File: src/rtl/input_conditioner.sv
// Synchroniser plus four-state debouncer for a raw asynchronous level.
// q, rise and fall are all registered and change together on the qualifying edge.
module input_conditioner #(
    parameter int SYNC_STAGES     = 2,
    parameter int DEBOUNCE_CYCLES = 4
) (
    input  logic clk,
    input  logic rst,
    input  logic d_async,
    input  logic enable,
    output logic q,
    output logic rise,
    output logic fall,
    output logic busy
);
    localparam int CW = $clog2(DEBOUNCE_CYCLES + 1);
    localparam logic [CW-1:0] CNT_LAST = CW'(DEBOUNCE_CYCLES - 1);
    localparam logic [CW-1:0] CNT_MAX  = CW'(DEBOUNCE_CYCLES);

    typedef enum logic [1:0] {STABLE_LO, PEND_HI, STABLE_HI, PEND_LO} state_t;

    state_t                 state_q, state_d;
    logic [CW-1:0]          count_q, count_d;
    logic                   q_q, q_d;
    logic                   rise_q, rise_d;
    logic                   fall_q, fall_d;
    logic [SYNC_STAGES-1:0] sync_q;
    logic                   synced;
    logic                   diff;

    assign synced = sync_q[SYNC_STAGES-1];
    assign diff   = synced != q_q;

    always_ff @(posedge clk or posedge rst) begin
        if (rst) sync_q <= '0;
        else     sync_q <= {sync_q[SYNC_STAGES-2:0], d_async};
    end

    always_comb begin
        state_d = state_q;
        count_d = count_q;
        q_d     = q_q;
        rise_d  = 1'b0;
        fall_d  = 1'b0;
        case (state_q)
            STABLE_LO, STABLE_HI: begin
                count_d = '0;
                if (enable && diff) begin
                    if (DEBOUNCE_CYCLES == 1) begin
                        state_d = q_q ? STABLE_LO : STABLE_HI;
                        q_d     = ~q_q;
                        rise_d  = ~q_q;
                        fall_d  = q_q;
                    end else begin
                        state_d = q_q ? PEND_LO : PEND_HI;
                        count_d = CW'(1);
                    end
                end
            end
            PEND_HI, PEND_LO: begin
                // A bounce back or a disable abandons the window entirely.
                if (!enable || !diff) begin
                    state_d = q_q ? STABLE_HI : STABLE_LO;
                    count_d = '0;
                end else if (count_q >= CNT_LAST) begin
                    state_d = q_q ? STABLE_LO : STABLE_HI;
                    count_d = '0;
                    q_d     = ~q_q;
                    rise_d  = ~q_q;
                    fall_d  = q_q;
                end else if (count_q != CNT_MAX) begin
                    count_d = count_q + 1'b1;
                end
            end
            default: begin
                state_d = STABLE_LO;
                count_d = '0;
                q_d     = 1'b0;
            end
        endcase
    end

    always_ff @(posedge clk or posedge rst) begin
        if (rst) begin
            state_q <= STABLE_LO;
            count_q <= '0;
            q_q     <= 1'b0;
            rise_q  <= 1'b0;
            fall_q  <= 1'b0;
        end else begin
            state_q <= state_d;
            count_q <= count_d;
            q_q     <= q_d;
            rise_q  <= rise_d;
            fall_q  <= fall_d;
        end
    end

    assign q    = q_q;
    assign rise = rise_q;
    assign fall = fall_q;
    assign busy = (state_q == PEND_HI) || (state_q == PEND_LO);

endmodule

File: config.mk
export PLATFORM = sky130hd
export DESIGN_NAME = input_conditioner
export DESIGN_NICKNAME = d
export VERILOG_FILES = /design/src/rtl/input_conditioner.sv
export SDC_FILE = /design/constraint.sdc
export NUM_CORES = 1
export LEC_CHECK = 0
export BUFFER_PORTS_ARGS = -buffer_cell sky130_fd_sc_hd__buf_4
export CORE_AREA = 2 2 39 41
export CTS_BUF_LIST = sky130_fd_sc_hd__clkbuf_4 sky130_fd_sc_hd__clkbuf_8
export CTS_CLUSTER_DIAMETER = 80
export CTS_CLUSTER_SIZE = 28
export DETAILED_ROUTE_END_ITERATION = 7
export DIE_AREA = 0 0 41 43
export GPL_TIMING_DRIVEN = 1
export HOLD_SLACK_MARGIN = 0.02
export PLACE_DENSITY = 0.53
export SYNTH_ARGS = -nofsm -noshare
export SYNTH_HDL_FRONTEND = slang
export SYNTH_SLANG_ARGS = --single-unit
File: constraint.sdc
create_clock -name clk -period 1.7 [get_ports clk]
set_clock_uncertainty 0.15 [all_clocks]
set_input_delay 0.085 -clock clk [delete_from_list [all_inputs] [get_ports clk]]
set_output_delay 0.085 -clock clk [all_outputs]
set_load 0.1 [all_outputs]
==> flow_summary.yaml, run 1 <==
worst_setup_path:
  crit_fanout: 2
  required_ps: 1680
  arrival_ps: 1720
  rrSetupSlack_ps: -30
  r2r_start: "count_q[1]$_DFFE_PP0P_"
  r2r-end: "q$_DFFE_PP0P_"
  start_kind: "flip-flop"
  reg2reg_depth: 5
  criticalPathCategory: "flip-flop to flip-flop"
  cp-end-kind: "flip-flop"
final_layout:
  drive_gt1_share_pct: 45.10
  layout.nets: 59
  areaGrowthSynthToFinish_pct: 40.90
  diodes: 0
sta:
  finalSetupViolCount: 1
  hold_viol: 0
  fmax_ghz: 0.5764
  finalCritPeriodShare_pct: 102.0
  slew_viol_final: 0
  period_needed_ps: 1735
  maxSlewHeadroom_pct: 78.93
  worst_slack_ps: -34.80
  rsz0062_at_grt: "true"
  worst-slew-pin-transition_ps: 315.8
  fin_tns_setup_ps: -34.80
min_path:
  min_path_type: "primary input to asynchronous set/reset pin"
global_routing:
  grt_pass1_wl_um: 1166
  antenna_found_initial: 0
  grt-ovfl-total: 0
  grt_max_degree: 10
  grt_pass1_vias: 300
  grt_usage_pct: 9.898
clocking:
  clk_root_buffer_cell: "clkbuf_4"
  clkTransAtPathRegs_ps: 60
  cts_buffers: 3
  clkLatencyLatePin_ps: 250
  cts_tree: "done"
  cts_buffer_depth: 2
  cts-htree-levels: 1
  cts.sinks: 9
synth:
  syn-cell-area_um2: 419.2
  synth.avg_cell_area_um2: 11.64
  postSynthCellCount: 36
  yosysWarnings: 0
  ys_seq_area_share_pct: 53.73
  synth_seq_cells: 9
  synth_fp_nets: 43
  yosysUniqueCellTypes: 17
power_and_ir_drop:
  pwr-share-clk_pct: 38.2
  seq_power_share_pct: 50.6
  intPower_uw: 346.2
  combPwrFrac_pct: 11.2
  peakVddDrop_mv: 0.4977
  swShare_pct: 22.55
  cellPowerDensity_mw_per_mm2: 756.8
  power_switching_uw: 100.8
  p_leak_nw: 0.2779
placed_design:
  gp_congestion: 0.6616
  dp_slack_ps: -13.33
  dp_hpwl_um: 521.4
  io_buffers: 7
routing:
  drt_iter0_drc: 2
  drc_errors: 0
  detail-route-antenna-nets: 0
  firstDrtPassIters: 4
  via_per_inst: 4.448
  wl_um: 728
  vias: 298
  wl_per_cell_um: 10.87
die:
  fp.coreArea_mm2: 0.001384
  ioPinCount: 8
  design.die.area_mm2: 0.001763
  start_util_pct: 30.29
  die_y_um: 43
  die_x_um: 41
  num_rows: 14
status:
  status: "finished, violations left"
  violations: "setup timing"
flow_run:
  max_cap_violations: 0
## routing by layer
layer	share of wire (%)	global-route usage, %	vias to the layer above
li1	-	-	149
met1	38	12.54	141
met2	57	14.06	6
met3	3.3	3.141	2
met4	0.96	6.000	0
met5	0	0	-
## per-stage QoR
step           instance area, um^2  power [mW]  util [%]  hold WS [ps]  instances
2_1_floorplan                422.9      0.2612         -        -237.2         36
3_3_place_gp                 491.7      0.2710     35.53        -88.11         59
3_5_place_dp                 491.7      0.2721     35.53        -86.24         59
4_1_cts                      555.5      0.4547     40.14         190.7         66
5_1_grt                      590.6      0.4801     42.68         209.5         67
6_report                     590.6      0.4469     42.68         187.7         67
## state kept, by name, indices dropped and copies added (netlist names)
name,flops
state_q,1
count_q,3
sync_q,2
q,1
fall,1
rise,1
## power by group through the flow
stage                     logic, mW  clock network [mW]  registers [mW]
after global placement       0.0419                   0           0.229
after CTS                    0.0488               0.180           0.226
after floorplan              0.0285                   0           0.233
after global routing         0.0543               0.199           0.227
after detailed placement     0.0425                   0           0.230
final                        0.0498               0.171           0.226
## area by class of cell
type | instances | area (um^2)
inverters | 4 | 15.01
multi-input cells | 20 | 186.4
clock buffers | 4 | 30.03
fillers | 135 | 793.3
well taps | 16 | 20.02
repair buffers | 14 | 112.6
flip-flops and latches | 9 | 226.5
## timing repair
| item | 4_1_cts | 5_1_grt |
|---|---|---|
| gates resized for setup | 1 | 4 |
| gates cloned | 0 | 0 |
| endpoints found under the setup margin | 2 | 3 |
| buffers inserted | 0 | 1 |
| hold endpoints to repair | 16 | 0 |
| pin swaps | 1 | 3 |
| hold buffers | 3 | 0 |
## layout by cell type, fill, tap and decap left out
| master | n |
|---|---|
| ha_1 | 1 |
| dfrtp_1 | 8 |
| a21oi_2 | 1 |
| inv_1 | 4 |
| clkbuf_4 | 4 |
| nand3_4 | 1 |
| dlygate4sd3_1 | 3 |
| nand4_1 | 1 |
| a211o_4 | 1 |
| nor3b_1 | 2 |
| buf_4 | 11 |
| nand3_1 | 1 |
| a21oi_1 | 2 |
| ha_4 | 1 |
| or3_2 | 1 |
| a211oi_1 | 1 |
| nand2_1 | 3 |
| mux2_4 | 1 |
| xor2_1 | 1 |
| dfrtp_2 | 1 |
| nor2_1 | 1 |
| ha_2 | 1 |
## critical path, stage by stage (launching register included)
cell and delay (ps):
dfrtp_1 390, ha_2 210, ha_4 160, a211o_4 320, nand3_4 90, mux2_4 290
## synthesized netlist by cell type
library cell	n	area share (%)
clkbuf_1	1	0.89
buf_6	2	5.4
nand2_1	3	2.7
xor2_1	1	2.1
mux2_4	1	3.6
ha_1	3	9.0
dfrtp_1	9	54
a211o_2	1	2.4
nand3_1	1	1.2
nor3b_1	2	3.6
nor2_1	1	0.89
a211oi_1	1	1.8
inv_1	4	3.6
or3_2	1	1.8
a21oi_1	3	3.6
nand4_1	1	1.5
nand3_2	1	2.4
## kinds of logic (layout without fill, tap and decap cells)
group | Yosys count | after routing | share of synthesized area (%)
simple gates | 10 | 10 | 14.03
flops | 9 | 9 | 53.73
buf+inv | 7 | 22 | 9.848
compound gates | 5 | 5 | 7.761
fa+ha+maj | 3 | 3 | 8.956
xor+xnor | 1 | 1 | 2.090
mux | 1 | 1 | 3.581
## how the worst max path moves through the flow
stage,to,startpoint
2_1_floorplan,q$_DFFE_PP0P_,count_q[0]$_DFFE_PP0P_
3_3_place_gp,q$_DFFE_PP0P_,count_q[0]$_DFFE_PP0P_
3_5_place_dp,q$_DFFE_PP0P_,count_q[0]$_DFFE_PP0P_
4_1_cts,q$_DFFE_PP0P_,count_q[0]$_DFFE_PP0P_
5_1_grt,q$_DFFE_PP0P_,count_q[1]$_DFFE_PP0P_
6_report,q$_DFFE_PP0P_,count_q[1]$_DFFE_PP0P_
Note: power is estimated with default switching activity, not from simulation.
==> run 2, diff against run 1 <==
--- a/config.mk
+++ b/config.mk
@@ -6,6 +6,8 @@
 export NUM_CORES = 1
 export LEC_CHECK = 0
 export BUFFER_PORTS_ARGS = -buffer_cell sky130_fd_sc_hd__buf_4
+export CELL_PAD_IN_SITES_DETAIL_PLACEMENT = 1
+export CELL_PAD_IN_SITES_GLOBAL_PLACEMENT = 1
 export CORE_AREA = 2 2 39 41
 export CTS_BUF_LIST = sky130_fd_sc_hd__clkbuf_4 sky130_fd_sc_hd__clkbuf_8
 export CTS_CLUSTER_DIAMETER = 80
@@ -14,7 +16,7 @@
 export DIE_AREA = 0 0 41 43
 export GPL_TIMING_DRIVEN = 1
 export HOLD_SLACK_MARGIN = 0.02
-export PLACE_DENSITY = 0.53
+export PLACE_DENSITY = 0.64
 export SYNTH_ARGS = -nofsm -noshare
 export SYNTH_HDL_FRONTEND = slang
 export SYNTH_SLANG_ARGS = --single-unit
==> flow_summary.yaml, run 2 (synthesized netlist as in run 1, its figures left out) <==
final_layout:
  top_register: "count_q"
  largest_reg_flops: 3
  diodes: 0
  final_cell_mix: "buf_4, dfrtp_1, inv_1, clkbuf_4"
  top_regs: "count_q (3), sync_q (2)"
  layout_commonest_cell: "buf_4"
  areaGrowthSynthToFinish_pct: 45.37
  post-route-util_pct: 44.03
  drive_gt1_share_pct: 47.17
  layout.nets: 61
worst_setup_path:
  r2r-end: "q$_DFFE_PP0P_"
  r2r_start: "count_q[1]$_DFFE_PP0P_"
  start_kind: "flip-flop"
  cp-end-kind: "flip-flop"
  rrSetupSlack_ps: -10
  criticalPathCategory: "flip-flop to flip-flop"
  crit_fanout: 2
  required_ps: 1690
  reg2reg_depth: 5
  critPathLaunch: "count_q[1]$_DFFE_PP0P_"
  arrival_ps: 1700
global_routing:
  grt_max_degree: 10
  grt-ovfl-total: 0
  antenna_found_initial: 0
  grt_pass1_vias: 362
  grt_pass1_wl_um: 1559
  grt_usage_pct: 13.98
routing:
  drt_iter0_drc: 2
  vias: 325
  detail-route-antenna-nets: 0
  drc_errors: 0
  wl_per_cell_um: 13.48
  via_per_inst: 4.710
  firstDrtPassIters: 2
  wl_um: 930
clocking:
  cts_tree: "done"
  cts_buffers: 3
  cts-htree-levels: 1
  clkLatencyLatePin_ps: 260
  cts_buffer_depth: 2
  clk_root_buffer_cell: "clkbuf_4"
  clkTransAtPathRegs_ps: 60
  cts.sinks: 9
sta:
  period_needed_ps: 1711
  maxSlewHeadroom_pct: 77.80
  fmax_ghz: 0.5843
  finalCritPeriodShare_pct: 100.7
  worst_slack_ps: -11.32
  slew_viol_final: 0
  finalSetupViolCount: 1
  rsz0062_at_grt: "true"
  hold_viol: 0
  worst-slew-pin-transition_ps: 332.6
power_and_ir_drop:
  total_power_uw: 456.5
  p_leak_nw: 0.2868
  cellPowerDensity_mw_per_mm2: 749.1
  peakVddDrop_mv: 0.3834
flow_run:
  max_cap_violations: 0
die:
  start_util_pct: 30.29
  num_rows: 14
  die_y_um: 43
  die_x_um: 41
  fp.coreArea_mm2: 0.001384
  ioPinCount: 8
  design.die.area_mm2: 0.001763
status:
  violations: "setup timing"
  status: "finished, violations left"
placed_design:
  gp_congestion: 0.6677
  io_buffers: 7
  dp_hpwl_um: 703.3
min_path:
  min_path_type: "primary input to asynchronous set/reset pin"
==> run 2: through the flow <==
step	TNS, ps	hold WS (ps)	setup WS [ps]	std cells	instance area, um^2
finish	-11.32	189.1	-11.32	69	609.3
global route	-61.73	215.0	-57.88	69	609.3
CTS	-12.90	191.0	-12.90	69	578.1
global placement	0	-85.42	30.87	61	506.7
floorplan	0	-237.2	4.829	36	422.9
detailed placement	-2.289	-80.45	-2.289	61	506.7
==> run 2: area by class of cell <==
| cell class | instances | area [um^2] |
|---|---|---|
| Fill cell | 159 | 774.5 |
| Sequential cell | 9 | 226.5 |
| Inverter | 4 | 15.01 |
| Timing Repair Buffer | 16 | 127.6 |
| Tap cell | 16 | 20.02 |
| Multi-Input combinational cell | 20 | 190.2 |
| Clock buffer | 4 | 30.03 |
==> run 2: where the power goes <==
group | switching (mW) | total, mW | internal, mW
registers | 0.00646 | 0.227 | 0.220
clock network | 0.0717 | 0.178 | 0.106
logic | 0.0308 | 0.0519 | 0.0211
total | 0.109 | 0.456 | 0.348
==> run 2: critical path: stages (launching register included) <==
cell and delay [ps]:
dfrtp_1 390, ha_2 200, ha_4 160, a211o_4 320
nand3_4 90, mux2_4 290
==> run 2: metal layers <==
metal  GRT usage, %  share of wire (%)  vias to the layer above
li1               -                  -                      153
met5              0                  0                        -
met2          23.44                 58                        7
met3          4.712                4.4                        4
met1          13.90                 35                      161
met4          8.000                2.7                        0
==> run 2: worst max-delay path by stage <==
stage,endpoint,cells past startpoint
6_report,q$_DFFE_PP0P_,5
5_1_grt,q$_DFFE_PP0P_,5
4_1_cts,q$_DFFE_PP0P_,5
3_5_place_dp,q$_DFFE_PP0P_,5
3_3_place_gp,q$_DFFE_PP0P_,5
2_1_floorplan,q$_DFFE_PP0P_,5
==> run 2: repair_timing <==
item                       CTS  global route
pin swaps                    1             4
resized for setup            1             5
setup endpoints to repair    2             4
hold buffers                 3             0
setup buffers                1             0
hold endpoints to repair    14             0
